<file path="src/rtl/uart_ctrl_pkg.sv">
// Shared definitions for the UART host controller: 16550-style register
// addresses, line-control bit positions, FIFO init value and FSM states.
package uart_ctrl_pkg;

    // Register addresses (THR and DLL share offset 0, selected by DLAB)
    localparam logic [2:0] ADDR_THR = 3'd0;
    localparam logic [2:0] ADDR_DLL = 3'd0;
    localparam logic [2:0] ADDR_DLM = 3'd1;
    localparam logic [2:0] ADDR_FCR = 3'd2;
    localparam logic [2:0] ADDR_LCR = 3'd3;

    // Divisor-latch access bit inside LCR
    localparam int DLAB_BIT = 7;

    // FIFO enable plus RX/TX FIFO clear
    localparam logic [7:0] FCR_INIT = 8'h07;

    // Line-control value reloaded at reset
    localparam logic [7:0] LCR_RST = 8'h03;

    typedef enum logic [2:0] {
        ST_IDLE   = 3'd0,
        ST_C_DLAB = 3'd1,
        ST_C_DLL  = 3'd2,
        ST_C_DLM  = 3'd3,
        ST_C_LCR  = 3'd4,
        ST_C_FCR  = 3'd5,
        ST_READY  = 3'd6,
        ST_GAP    = 3'd7
    } host_state_e;

    // Line-control byte with the DLAB bit forced; the caller's bit 7 is ignored
    function automatic logic [7:0] lcr_with_dlab(input logic [7:0] lcr, input logic dlab);
        logic [7:0] v;
        v           = lcr;
        v[DLAB_BIT] = dlab;
        return v;
    endfunction

endpackage

</file>
<file path="src/rtl/uart_rr_arbiter.sv">
// Round-robin arbiter: one-hot grant among NREQ requesters. The requester
// just served becomes lowest priority once the grant is accepted.
module uart_rr_arbiter #(
    parameter int NREQ = 2
) (
    input  logic            clk,
    input  logic            rst,
    input  logic [NREQ-1:0] req,
    input  logic            accept,
    output logic [NREQ-1:0] gnt
);

    localparam int PW = (NREQ > 1) ? $clog2(NREQ) : 1;

    // Index of the requester holding highest priority
    logic [PW-1:0] ptr_q;
    logic [PW-1:0] ptr_d;
    int            sel;

    // Search upward from the pointer for the first active request
    always_comb begin
        // NOTE: every combinational output gets a default first so no path
        // leaves it unassigned and infers a latch.
        gnt   = '0;
        sel   = 0;
        ptr_d = ptr_q;
        for (int k = NREQ - 1; k >= 0; k--) begin
            // Descending scan: the last hit written is the closest to ptr_q
            if (req[(int'(ptr_q) + k) % NREQ]) begin
                sel = (int'(ptr_q) + k) % NREQ;
            end
        end
        if (req != '0) begin
            gnt[sel] = 1'b1;
        end
        if (accept && (req != '0)) begin
            ptr_d = PW'((sel + 1) % NREQ);
        end
    end

    // Priority pointer register
    always_ff @(posedge clk or negedge rst) begin
        // NOTE: state is updated with non-blocking assignments so every flop
        // samples pre-edge values regardless of block ordering.
        if (!rst) begin
            ptr_q <= '0;
        end else begin
            ptr_q <= ptr_d;
        end
    end

endmodule

</file>
<file path="src/rtl/uart_host_ctrl.sv">
// UART host controller: programs divisor and line control into a 16550-style
// UART, then multiplexes bytes from NREQ requesters into THR with a
// round-robin arbiter and a one-cycle gap after each push.
// Optional feature: define UART_HOST_CTRL_FCR_EN to add an FCR write
// (FIFO enable and clear) at the end of every configuration sequence.
module uart_host_ctrl
    import uart_ctrl_pkg::*;
#(
    parameter int          NREQ    = 2,
    parameter logic [15:0] DIV_RST = 16'h0008
) (
    input  logic              clk,
    input  logic              rst,
    input  logic              start_cfg,
    input  logic [15:0]       div,
    input  logic [7:0]        lcr,
    input  logic              tx_ready,
    input  logic [NREQ-1:0]   req,
    input  logic [8*NREQ-1:0] req_data,
    output logic [NREQ-1:0]   gnt,
    output logic              uart_wr,
    output logic [2:0]        uart_addr,
    output logic [7:0]        uart_din,
    output logic              cfg_done,
    output logic              busy
);

    host_state_e     state_q, state_d;
    logic [15:0]     div_q, div_d;
    logic [7:0]      lcr_q, lcr_d;
    logic            cfg_done_q, cfg_done_d;

    logic            accept;
    logic [NREQ-1:0] arb_gnt;
    logic [7:0]      sel_data;

    uart_rr_arbiter #(
        .NREQ   (NREQ)
    ) u_arb (
        .clk    (clk),
        .rst    (rst),
        .req    (req),
        .accept (accept),
        .gnt    (arb_gnt)
    );

    // Byte of the requester the arbiter currently favours
    always_comb begin
        sel_data = '0;
        for (int i = 0; i < NREQ; i++) begin
            if (arb_gnt[i]) begin
                sel_data = sel_data | req_data[8*i +: 8];
            end
        end
    end

    // Next-state logic and the single register write issued each cycle
    always_comb begin
        state_d   = state_q;
        div_d     = div_q;
        lcr_d     = lcr_q;
        accept    = 1'b0;
        uart_wr   = 1'b0;
        uart_addr = '0;
        uart_din  = '0;
        busy      = 1'b0;

        case (state_q)
            ST_IDLE: begin
                if (start_cfg) begin
                    div_d   = div;
                    lcr_d   = lcr;
                    state_d = ST_C_DLAB;
                end
            end
            ST_C_DLAB: begin
                busy      = 1'b1;
                uart_wr   = 1'b1;
                uart_addr = ADDR_LCR;
                uart_din  = lcr_with_dlab(lcr_q, 1'b1);
                state_d   = ST_C_DLL;
            end
            ST_C_DLL: begin
                busy      = 1'b1;
                uart_wr   = 1'b1;
                uart_addr = ADDR_DLL;
                uart_din  = div_q[7:0];
                state_d   = ST_C_DLM;
            end
            ST_C_DLM: begin
                busy      = 1'b1;
                uart_wr   = 1'b1;
                uart_addr = ADDR_DLM;
                uart_din  = div_q[15:8];
                state_d   = ST_C_LCR;
            end
            ST_C_LCR: begin
                busy      = 1'b1;
                uart_wr   = 1'b1;
                uart_addr = ADDR_LCR;
                uart_din  = lcr_with_dlab(lcr_q, 1'b0);
`ifdef UART_HOST_CTRL_FCR_EN
                state_d   = ST_C_FCR;
`else
                state_d   = ST_READY;
`endif
            end
`ifdef UART_HOST_CTRL_FCR_EN
            ST_C_FCR: begin
                busy      = 1'b1;
                uart_wr   = 1'b1;
                uart_addr = ADDR_FCR;
                uart_din  = FCR_INIT;
                state_d   = ST_READY;
            end
`endif
            ST_READY: begin
                if (tx_ready && (req != '0)) begin
                    accept    = 1'b1;
                    uart_wr   = 1'b1;
                    uart_addr = ADDR_THR;
                    uart_din  = sel_data;
                    state_d   = ST_GAP;
                end
                // Reconfiguration wins the next state; a write above still completes
                if (start_cfg) begin
                    div_d   = div;
                    lcr_d   = lcr;
                    state_d = ST_C_DLAB;
                end
            end
            ST_GAP: begin
                if (start_cfg) begin
                    div_d   = div;
                    lcr_d   = lcr;
                    state_d = ST_C_DLAB;
                end else begin
                    state_d = ST_READY;
                end
            end
            default: begin
                state_d = ST_IDLE;
            end
        endcase

        cfg_done_d = (state_d == ST_READY) || (state_d == ST_GAP);
    end

    // Grant pulses only when the byte is actually written
    always_comb begin
        gnt = accept ? arb_gnt : '0;
    end

    assign cfg_done = cfg_done_q;

    // State, captured configuration and completion flag
    always_ff @(posedge clk or negedge rst) begin
        if (!rst) begin
            state_q    <= ST_IDLE;
            div_q      <= DIV_RST;
            lcr_q      <= LCR_RST;
            cfg_done_q <= 1'b0;
        end else begin
            state_q    <= state_d;
            div_q      <= div_d;
            lcr_q      <= lcr_d;
            cfg_done_q <= cfg_done_d;
        end
    end

endmodule

</file>
<file path="config.mk">
export PLATFORM = sky130hd
export DESIGN_NAME = uart_host_ctrl
export DESIGN_NICKNAME = d
export VERILOG_FILES = /design/src/rtl/uart_ctrl_pkg.sv /design/src/rtl/uart_rr_arbiter.sv /design/src/rtl/uart_host_ctrl.sv
export SDC_FILE = /design/constraint.sdc
export NUM_CORES = 1
export LEC_CHECK = 0
export CORE_UTILIZATION = 30
export DETAILED_ROUTE_END_ITERATION = 12
export DONT_BUFFER_PORTS = 1
export GPL_TIMING_DRIVEN = 0
export PLACE_DENSITY = 0.42
export SLEW_MARGIN = 20
export SYNTH_ARGS = -nofsm -noshare
export SYNTH_HDL_FRONTEND = slang
export SYNTH_SLANG_ARGS = --single-unit
</file>
<file path="constraint.sdc">
create_clock -name clk -period 3.75 [get_ports clk]
set_clock_uncertainty 0.1 [all_clocks]
set_input_delay 0.5625 -clock clk [delete_from_list [all_inputs] [get_ports clk]]
set_output_delay 0.5625 -clock clk [all_outputs]
set_load 0.005 [all_outputs]
</file>
==> results.yml, run 1 <==
status:
  outcome: "completed"
logic_synthesis:
  ys_warn_count: 0
  yosys.area.top_type: "dfrtp_1"
  synth_nets: 283
  yosysMostFrequentCell: "nor2_1"
  synthDominantCellAreaShare_pct: 29.0
  ys_top_cells_by_count: "nor2_1, nand2b_1, dfrtp_1, a211oi_1, o22ai_1"
  ys.flop_type: "dfrtp_1"
  synth_area_per_cell_sq_um: 9.12
  synthCells: 237
  synth_cell_type_count: 35
  syn_area_sq_um: 2160
  synth-edff-count: 0
  yosysSeqAreaShare_pct: 32.6
  yosys-top-cells-area: "dfrtp_1, mux2i_1, a211oi_1, nand2b_1, o22ai_1"
  synthArstFlopShare_pct: 100
  synth_seq_cells: 28
setup_path:
  crit_path_max_incr_delay_ns: 0.53
  worstPathArrival_ns: 2.09
  r2r_setup_slack_ns: 1.98
  cp_data_required_time_ns: 3.09
  r2r_end: "div_q[11]"
  cp_cell_sequence: "buf_2 > mux2_2 > a221oi_1 > o21ai_1"
  reg2reg_depth: 5
  cp-start-kind: "register"
  startpoint: "state_q[0]"
  cp_max_fo: 10
  crit_type: "register to primary output"
  crit_slowest_cell: "dfrtp_1"
  end_kind: "primary output"
  rr_startpoint: "state_q[1]"
pwr:
  leakagePower_uw: 0.000878
  power.internal_uw: 1130
  switching_power_uw: 996
  p_clk_share_pct: 9.4
  power-per-cell-area_nw_per_um2: 899
  peakVddDrop_mv: 0.219
  combPwrFrac_pct: 59.3
  pwr-share-seq_pct: 31.3
  switching_share_pct: 46.8
timing:
  rsz0062_at_grt: "false"
  fin_crit_sh_pct: 73.3
  slew_headroom_pct: 59.8
  timing.final.ws_setup_ns: 1.00
  tightest_slew_ns: 0.601
  fin_tns_setup_ns: 0
  hold_viol: 0
  setup_viol_count_final: 0
  period_needed_ns: 2.75
  drv_slew: 0
  fmax_mhz: 364
clock_network:
  clk_path_buf_depth: 2
  cts_buffers: 3
  clk_latency_ns: 0.28
  clock-sinks: 28
  cts_setup_buffers: 0
  clkSlewWorstSetupHoldPaths_ns: 0.11
  cts_tree: "done"
  cts-root-buf: "clkbuf_8"
  htreeDepth: 1
global_routing:
  grt.overflow.total: 0
  grt_pass1_wl_um: 10200
  use_met2_pct: 29.1
  use_met3_pct: 2.94
  grt_pass1_vias: 1821
  grt_antenna_before_repair: 0
  gr-max-usage-layer: "met2"
  grt_max_degree: 27
  grtUsageTotal_pct: 18.1
  gr-usage-met1_pct: 25.8
hold_path:
  holdCritStartpoint: "start_cfg"
  min_to: "lcr_q[1]"
  hold_depth: 3
  min-delay-path-class: "input port to register"
final_layout:
  antennaDiodeCount: 0
  fill_cells: 738
  area_delta_synth_final_pct: 9.50
  multi_input_comb_area_sq_um: 1320
  final_util_pct: 34.4
  drive_gt1_share_pct: 12.3
  layout.nets: 290
  seq_area_sq_um: 704
floorplanning:
  core-area_sq_um: 6870
  ios: 62
  die-width_um: 86.9
  start_util_pct: 31.5
  rows: 30
  die_h_um: 86.9
  die_area_sq_um: 7550
route:
  viasPerCell: 5.55
  ant_nets: 0
  finalWirelength_um: 6490
  drc: 0
  num_vias: 1883
  drt_first_pass_iters: 6
  drtIter0Drc: 113
  wl_per_cell_um: 19.2
job:
  cap_violations: 0
placement:
  gp_congestion: 0.735
  numPortBuffers: 0
  place_hpwl_um: 4630
  pre_cts_slack_ns: 1.39
[per-stage QoR]
| stage | hold slack, ns | total power (uW) | instances | area [sq um] |
|---|---|---|---|---|
| floorplan | 0.167 | 1610 | 237 | 2160 |
| global placement | 0.168 | 1910 | 333 | 2280 |
| detailed placement | 0.168 | 1920 | 333 | 2280 |
| CTS | 0.399 | 2140 | 339 | 2370 |
| global route | 0.404 | 2310 | 339 | 2370 |
| finish | 0.407 | 2130 | 339 | 2370 |
[cell type report]
cell class / instances / share of cell area (%)
repair buffers: 2 / 1.27
well taps: 96 / 5.08
plain buffers: 24 / 5.45
clock buffers: 4 / 2.33
inverters: 2 / 0.317
flip-flops and latches: 28 / 29.8
multi-input cells: 183 / 55.8
[power groups by stage]
stage               logic [uW]  registers (uW)  clock network [uW]
floorplan                 1010             601                   0
global placement          1250             667                   0
detailed placement        1250             669                   0
CTS                       1270             664                 211
global route              1390             696                 220
finish                    1260             665                 201
[worst max path at each step]
stage | slack, ns | to
2_1_floorplan | 1.64 | uart_din[7]
3_3_place_gp | 1.35 | uart_din[5]
3_5_place_dp | 1.39 | uart_din[5]
4_1_cts | 1.04 | uart_din[5]
5_1_grt | 0.86 | uart_din[5]
6_report | 1.00 | uart_din[4]
[metal layers]
metal | share of wire (%) | wire length, um
met4 | 0.94 | 61
met1 | 50 | 3220
met2 | 45 | 2910
met3 | 4.7 | 308
met5 | 0 | 0
[flip-flops by register name (all words and copies together) (netlist names)]
signal / flops
cfg_done: 1
div_q: 16
lcr_q: 7
state_q: 3
u_arb.ptr_q: 1
[cells in the final DEF, fill, tap and decap left out, types with 2 or more instances in the layout]
cell type	n
a211oi_1	24
a221oi_1	7
a32oi_1	8
buf_1	2
buf_2	4
buf_4	5
buf_6	2
clkbuf_1	11
clkbuf_8	4
dfrtp_1	25
dfstp_2	3
mux2_2	7
mux2i_1	23
nand2_1	2
nand2b_1	26
nand3_1	2
nor2_1	28
nor2b_1	4
nor4bb_1	7
o21ai_0	2
o21ai_1	6
o22ai_1	24
xnor2_1	2
[critical path: cells and delay by family, from the launching register on]
kind,cells,cell delay (ns)
AO/OA/AOI/OAI,2,0.59
buffers and inverters,1,0.31
flip-flops,1,0.53
multiplexers,1,0.36
[logic make-up (layout without fill, tap and decap cells)]
kind of cell / after synthesis / count (layout) / share of synthesized area, %
compound gates: 76 / 76 / 25.0
buf+inv: 26 / 32 / 6.31
simple gates: 73 / 73 / 20.3
other cells: 1 / 1 / 0.174
mux: 31 / 31 / 14.8
xor+xnor: 2 / 2 / 0.811
flops: 28 / 28 / 32.6
[timing repair]
action	4_1_cts	5_1_grt
hold buffers	2	0
endpoints found under the hold margin	26	0
gates resized for setup	0	0
(Power assumes the default switching activity.)
==> inputs of run 2 (changes only) <==
--- a/config.mk
+++ b/config.mk
@@ -9,7 +9,7 @@
 export DETAILED_ROUTE_END_ITERATION = 12
 export DONT_BUFFER_PORTS = 1
 export GPL_TIMING_DRIVEN = 0
-export PLACE_DENSITY = 0.42
+export PLACE_DENSITY = 0.43
 export SLEW_MARGIN = 20
 export SYNTH_ARGS = -nofsm -noshare
 export SYNTH_HDL_FRONTEND = slang
==> constraint.sdc (replaced) <==
create_clock -name clk -period 2.44 [get_ports clk]
set_clock_uncertainty 0.1 [all_clocks]
set_input_delay 0.366 -clock clk [delete_from_list [all_inputs] [get_ports clk]]
set_output_delay 0.366 -clock clk [all_outputs]
set_load 0.005 [all_outputs]
==> run 2 against run 1 <==
  * Combinational power up 56%
  * Largest power group unchanged
  * Sequential power up 52%
  * Die area unchanged
  * Largest cell class unchanged
==> results.yml, run 2 (synthesized netlist as in run 1, its figures left out) <==
status:
  outcome: "completed"
setup_path:
  cp_max_fo: 10
  rr_startpoint: "state_q[0]"
  cp-start-kind: "register"
  r2r_setup_slack_ns: 0.74
  cp_num_buf_inv: 2
  worstPathArrival_ns: 1.82
  cp_data_required_time_ns: 1.97
  startpoint: "state_q[0]"
  r2r_end: "u_arb.ptr_q"
  cp.depth: 4
  crit_slowest_cell: "or4b_4"
  path_delay_family: "simple AND/OR/NAND/NOR gates"
  end_kind: "primary output"
  reg2reg_depth: 3
  cp_cell_sequence: "buf_4 > or4b_4 > buf_6 > o22ai_1"
  crit_path_max_incr_delay_ns: 0.57
  cp-endpoint: "uart_din[7]"
  crit_type: "register to primary output"
placement:
  dp_cells: 333
  place_hpwl_um: 4610
  placed_cell_area_sq_um: 2280
  gp_congestion: 0.723
  numPortBuffers: 0
clock_network:
  clock-sinks: 28
  cts-root-buf: "clkbuf_8"
  htreeDepth: 1
  cts_tree: "done"
  clk_path_buf_depth: 2
  clkSlewWorstSetupHoldPaths_ns: 0.10
  clk_latency_ns: 0.28
  cts_buffers: 3
floorplanning:
  core-area_sq_um: 6870
  start_util_pct: 31.5
  die-width_um: 86.9
  ios: 62
  die_area_sq_um: 7550
  die_h_um: 86.9
  rows: 30
final_layout:
  layout_common_cells: "nor2_1, nand2b_1, o22ai_1, a211oi_1, dfrtp_1"
  largest_reg_flops: 16
  regMostFlops: "div_q"
  fill_cells: 729
  final_common_cell: "nor2_1"
  layout.nets: 291
  fin_area_sq_um: 2380
  stdcell_count: 340
  drive_gt1_share_pct: 13.5
  antennaDiodeCount: 0
  area_delta_synth_final_pct: 10.3
  final_util_pct: 34.7
  reg.largest.list: "div_q: 16 flops, lcr_q: 7 flops, state_q: 3 flops"
route:
  drt_first_pass_iters: 4
  viasPerCell: 5.56
  wl_per_cell_um: 18.4
  finalWirelength_um: 6250
  ant_nets: 0
  drtIter0Drc: 57
  num_vias: 1890
  drc: 0
timing:
  tightest_slew_ns: 0.574
  fin_crit_sh_pct: 93.7
  drv_slew: 0
  fmax_mhz: 438
  fin_tns_setup_ns: 0
  slew_headroom_pct: 61.6
  rsz0062_at_grt: "false"
  period_needed_ns: 2.29
  setup_viol_count_final: 0
  hold_viol: 0
pwr:
  power-per-cell-area_nw_per_um2: 1370
  peakVddDrop_mv: 0.348
  leakagePower_uw: 0.000884
job:
  cap_violations: 0
global_routing:
  gr-usage-met1_pct: 22.6
  grt_pass1_vias: 1794
  grt.overflow.total: 0
  grt_max_degree: 29
  gr-max-usage-layer: "met2"
  grtUsageTotal_pct: 17.0
  use_met3_pct: 2.09
  grt_pass1_wl_um: 9770
  grt_antenna_before_repair: 0
  use_met2_pct: 29.6
hold_path:
  min-delay-path-class: "input port to register"
==> run 2: cell types whose count changed in the layout (fill, tap and decap cells not counted), sizes merged <==
cell,change
clkbuf,+1
==> run 2: worst min-delay path by stage <==
| stage | start | to | slack, ns | cells past startpoint |
|---|---|---|---|---|
| detailed placement | rst | div_q[12] | -0.03 | 0 |
| global placement | rst | div_q[12] | -0.03 | 0 |
| global route | start_cfg | lcr_q[1] | 0.25 | 3 |
| floorplan | rst | cfg_done | -0.03 | 0 |
| CTS | start_cfg | lcr_q[1] | 0.24 | 3 |
| finish | start_cfg | lcr_q[1] | 0.25 | 3 |
==> run 2: stage by stage <==
stage	hold slack, ns	total power, uW	setup slack [ns]
4_1_cts	0.235	3280	0.00779
5_1_grt	0.250	3540	0.0363
3_5_place_dp	-0.0286	2950	0.229
3_3_place_gp	-0.0286	2940	0.252
6_report	0.246	3280	0.155
2_1_floorplan	-0.0296	2470	0.572
==> run 2: layout make-up <==
class	count	area (sq um)	area share [%]
inverters	2	7.51	0.315
well taps	96	120	5.04
plain buffers	24	131	5.51
clock buffers	4	55.1	2.31
multi-input cells	183	1330	55.6
flip-flops and latches	28	706	29.6
repair buffers	3	37.5	1.57
==> run 2: worst register-to-register path: stages, from the launching register on <==
cell and delay [ns]:
dfrtp_2 0.43, buf_4 0.17, or4b_4 0.57, mux2_1 0.33
==> run 2: timing repair <==
action | 4_1_cts | 5_1_grt
hold buffers | 2 | 0
setup endpoints to repair | 6 | 6
endpoints found under the hold margin | 28 | 0
setup buffers | 0 | 1
resized for setup | 1 | 2
==> run 2: metal layers <==
metal	routed length [um]	vias to the layer above	part of all wire, %
li1	-	917	-
met1	2950	921	47
met2	2990	50	48
met3	278	2	4.5
met4	31	0	0.50
met5	0	-	0
==> run 2: power by group <==
group          leakage (uW)  internal (uW)  switching [uW]  total, uW
logic              0.000526            883            1080       1970
registers          0.000329            733             272       1010
clock network     0.0000288            145             159        304
==> inputs of run 3 (changes only) <==
--- a/config.mk
+++ b/config.mk
@@ -5,6 +5,8 @@
 export SDC_FILE = /design/constraint.sdc
 export NUM_CORES = 1
 export LEC_CHECK = 0
+export ABC_AREA = 1
+export CORE_ASPECT_RATIO = 1.5
 export CORE_UTILIZATION = 30
 export DETAILED_ROUTE_END_ITERATION = 12
 export DONT_BUFFER_PORTS = 1
==> run 3 against run 2 <==
  * Sequential share of layout area up 11 points
  * Total power down 32%
  * Critical endpoint is now uart_din[6]
  * Flip-flop and latch count did not move
  * Combinational power is 48% lower
  * Die area is 28% lower
  * Worst setup slack better by 0.14 ns
  * Clock power grew 24%
  * Register-to-register slack better by 0.14 ns
  * Synthesized area is 28% lower
  * Global-route usage fell by 1.1 points
==> results.yml, run 3 <==
setup_path:
  worstPathArrival_ns: 1.68
  cp-start-kind: "register"
  cp_data_required_time_ns: 1.97
  cp_max_fo: 10
  crit_type: "register to primary output"
  end_kind: "primary output"
timing:
  fmax_mhz: 466
  whs_ns: 0.0975
  fin_tns_setup_ns: 0
  setup_viol_count_final: 0
  period_needed_ns: 2.15
  drv_slew: 0
  rsz0062_at_grt: "false"
  hold_viol: 0
  fin_crit_sh_pct: 88.0
final_layout:
  reg.largest.list: "div_q: 16 flops, lcr_q: 7 flops, state_q: 3 flops"
  layout_common_cells: "nand2_1, nand3_1, nor2_1, dfrtp_1, inv_1"
  fin_area_sq_um: 1730
  final_common_cell: "nand2_1"
  antennaDiodeCount: 0
  fill_cells: 586
  layout.nets: 270
  regMostFlops: "div_q"
  largest_reg_flops: 16
  drive_gt1_share_pct: 11.7
  area_delta_synth_final_pct: 11.9
floorplanning:
  die_area_sq_um: 5460
  die-width_um: 60.7
  ios: 62
  start_util_pct: 31.7
  die_h_um: 90.0
  rows: 31
  core-area_sq_um: 4890
route:
  viasPerCell: 4.78
  wl_per_cell_um: 14.4
  num_vias: 1382
  finalWirelength_um: 4160
  ant_nets: 0
  drc: 0
  drt_first_pass_iters: 4
  drtIter0Drc: 24
placement:
  place_hpwl_um: 3160
  placed_cell_area_sq_um: 1630
  gp_congestion: 0.761
  numPortBuffers: 0
logic_synthesis:
  ys.flop_type: "dfrtp_1"
  synth_seq_cells: 28
  synth-edff-count: 0
  ys_warn_count: 0
  yosys-top-cells-area: "dfrtp_1, nand2_1, nand3_1, nor2_1, dfstp_2"
  synth_nets: 263
  synthArstFlopShare_pct: 100
  synth_cell_type_count: 19
  yosys.area.top_type: "dfrtp_1"
  ys_top_cells_by_count: "nand2_1, nand3_1, nor2_1, dfrtp_1, inv_1"
  synthCells: 217
  synth_area_per_cell_sq_um: 7.14
  syn_area_sq_um: 1550
  yosysSeqAreaShare_pct: 45.4
  synthDominantCellAreaShare_pct: 40.4
  yosysMostFrequentCell: "nand2_1"
clock_network:
  clk_latency_ns: 0.27
  cts_buffers: 3
  clkSlewWorstSetupHoldPaths_ns: 0.11
  cts_tree: "done"
  clock-sinks: 28
  clk_path_buf_depth: 2
  cts-root-buf: "clkbuf_8"
  ctsResizeCount: 0
  htreeDepth: 1
pwr:
  leakagePower_uw: 0.000917
  power.internal_uw: 1250
  switching_power_uw: 979
  switching_share_pct: 43.9
  peakVddDrop_mv: 0.493
  p_clk_share_pct: 16.9
  pwr-share-seq_pct: 37.0
  combPwrFrac_pct: 46.1
  power-per-cell-area_nw_per_um2: 1290
status:
  outcome: "completed"
hold_path:
  min-delay-path-class: "input port to register"
global_routing:
  grt_pass1_wl_um: 6520
  grt_antenna_before_repair: 0
  grt_pass1_vias: 1393
  grt_max_degree: 29
  grtUsageTotal_pct: 15.9
  grt.overflow.total: 0
job:
  cap_violations: 0
run 3: cell types whose count changed after synthesis, moves of 8 or more:
cell      previous run  this run
a32oi_1              8         0
nand3_1              2        43
nand2b_1            26         0
mux2i_1             23         0
a21oi_1              0         9
o22ai_1             24         0
nand2_1              2        62
clkbuf_1            11         2
a211oi_1            24         0
inv_1                1        17
run 3: area by class of cell:
cell class | count | area (sq um) | area share, %
Tap cell | 66 | 82.6 | 4.76
Timing Repair Buffer | 2 | 30.0 | 1.73
Buffer | 11 | 66.3 | 3.82
Clock inverter | 1 | 30.0 | 1.73
Sequential cell | 28 | 704 | 40.6
Inverter | 18 | 67.6 | 3.90
Clock buffer | 3 | 41.3 | 2.38
Multi-Input combinational cell | 160 | 712 | 41.1
run 3: power groups by stage:
| stage | clock (uW) | combinational, uW | sequential (uW) |
|---|---|---|---|
| 2_1_floorplan | 0 | 807 | 799 |
| 3_3_place_gp | 0 | 1030 | 832 |
| 3_5_place_dp | 0 | 1030 | 834 |
| 4_1_cts | 388 | 1050 | 825 |
| 5_1_grt | 406 | 1200 | 850 |
| 6_report | 377 | 1030 | 825 |
run 3: per-layer routing:
| layer | track usage (%) | routed length [um] | up-vias |
|---|---|---|---|
| li1 | - | - | 703 |
| met1 | 18.8 | 1780 | 633 |
| met2 | 28.6 | 2150 | 41 |
| met3 | 2.30 | 180 | 5 |
| met4 | 4.55 | 52 | 0 |
| met5 | 0 | 0 | - |
run 3: worst paths after layout:
kind                       slack [ns]  cells after the start       start           to
hold reg to reg                  0.37                      2    div_q[3]     div_q[3]
setup / recovery                 0.29                      7  state_q[2]  uart_din[6]
setup reg to reg                 0.88                      7  state_q[0]     lcr_q[6]
max in group asynchronous        1.57                      2         rst     div_q[3]
hold / removal                    0.1                      2      lcr[1]     lcr_q[1]
min in group asynchronous        0.41                      2         rst     div_q[7]
run 3: kinds of logic after synthesis:
logic type / share of synthesized area (%)
buffers and inverters: 8.64
and+or+nand+nor: 41.8
AOI/OAI and AO/OA: 3.87
DFF: 45.4
other: 0.242
run 3: what timing repair did:
| action | CTS | global route |
|---|---|---|
| hold buffers | 2 | 0 |
| hold endpoints to repair | 28 | 0 |
| buffers inserted | 0 | 0 |
| endpoints found under the setup margin | 0 | 0 |
run 3: per-stage QoR:
| step | util (%) | setup WS (ns) | cells | total power, uW |
|---|---|---|---|---|
| floorplan | - | 0.867 | 217 | 1610 |
| global placement | 33.4 | 0.562 | 283 | 1860 |
| detailed placement | 33.4 | 0.585 | 283 | 1870 |
| CTS | 35.5 | 0.258 | 289 | 2270 |
| global route | 35.5 | 0.0805 | 289 | 2460 |
| finish | 35.5 | 0.292 | 289 | 2230 |
run 3: critical path, stage by stage (launching register included):
cell and delay, ns:
dfrtp_1 0.47, inv_1 0.10, buf_2 0.20, nand2_1 0.07, nand2_1 0.27, nor2_1 0.07
nor2_1 0.13, nand3_1 0.11
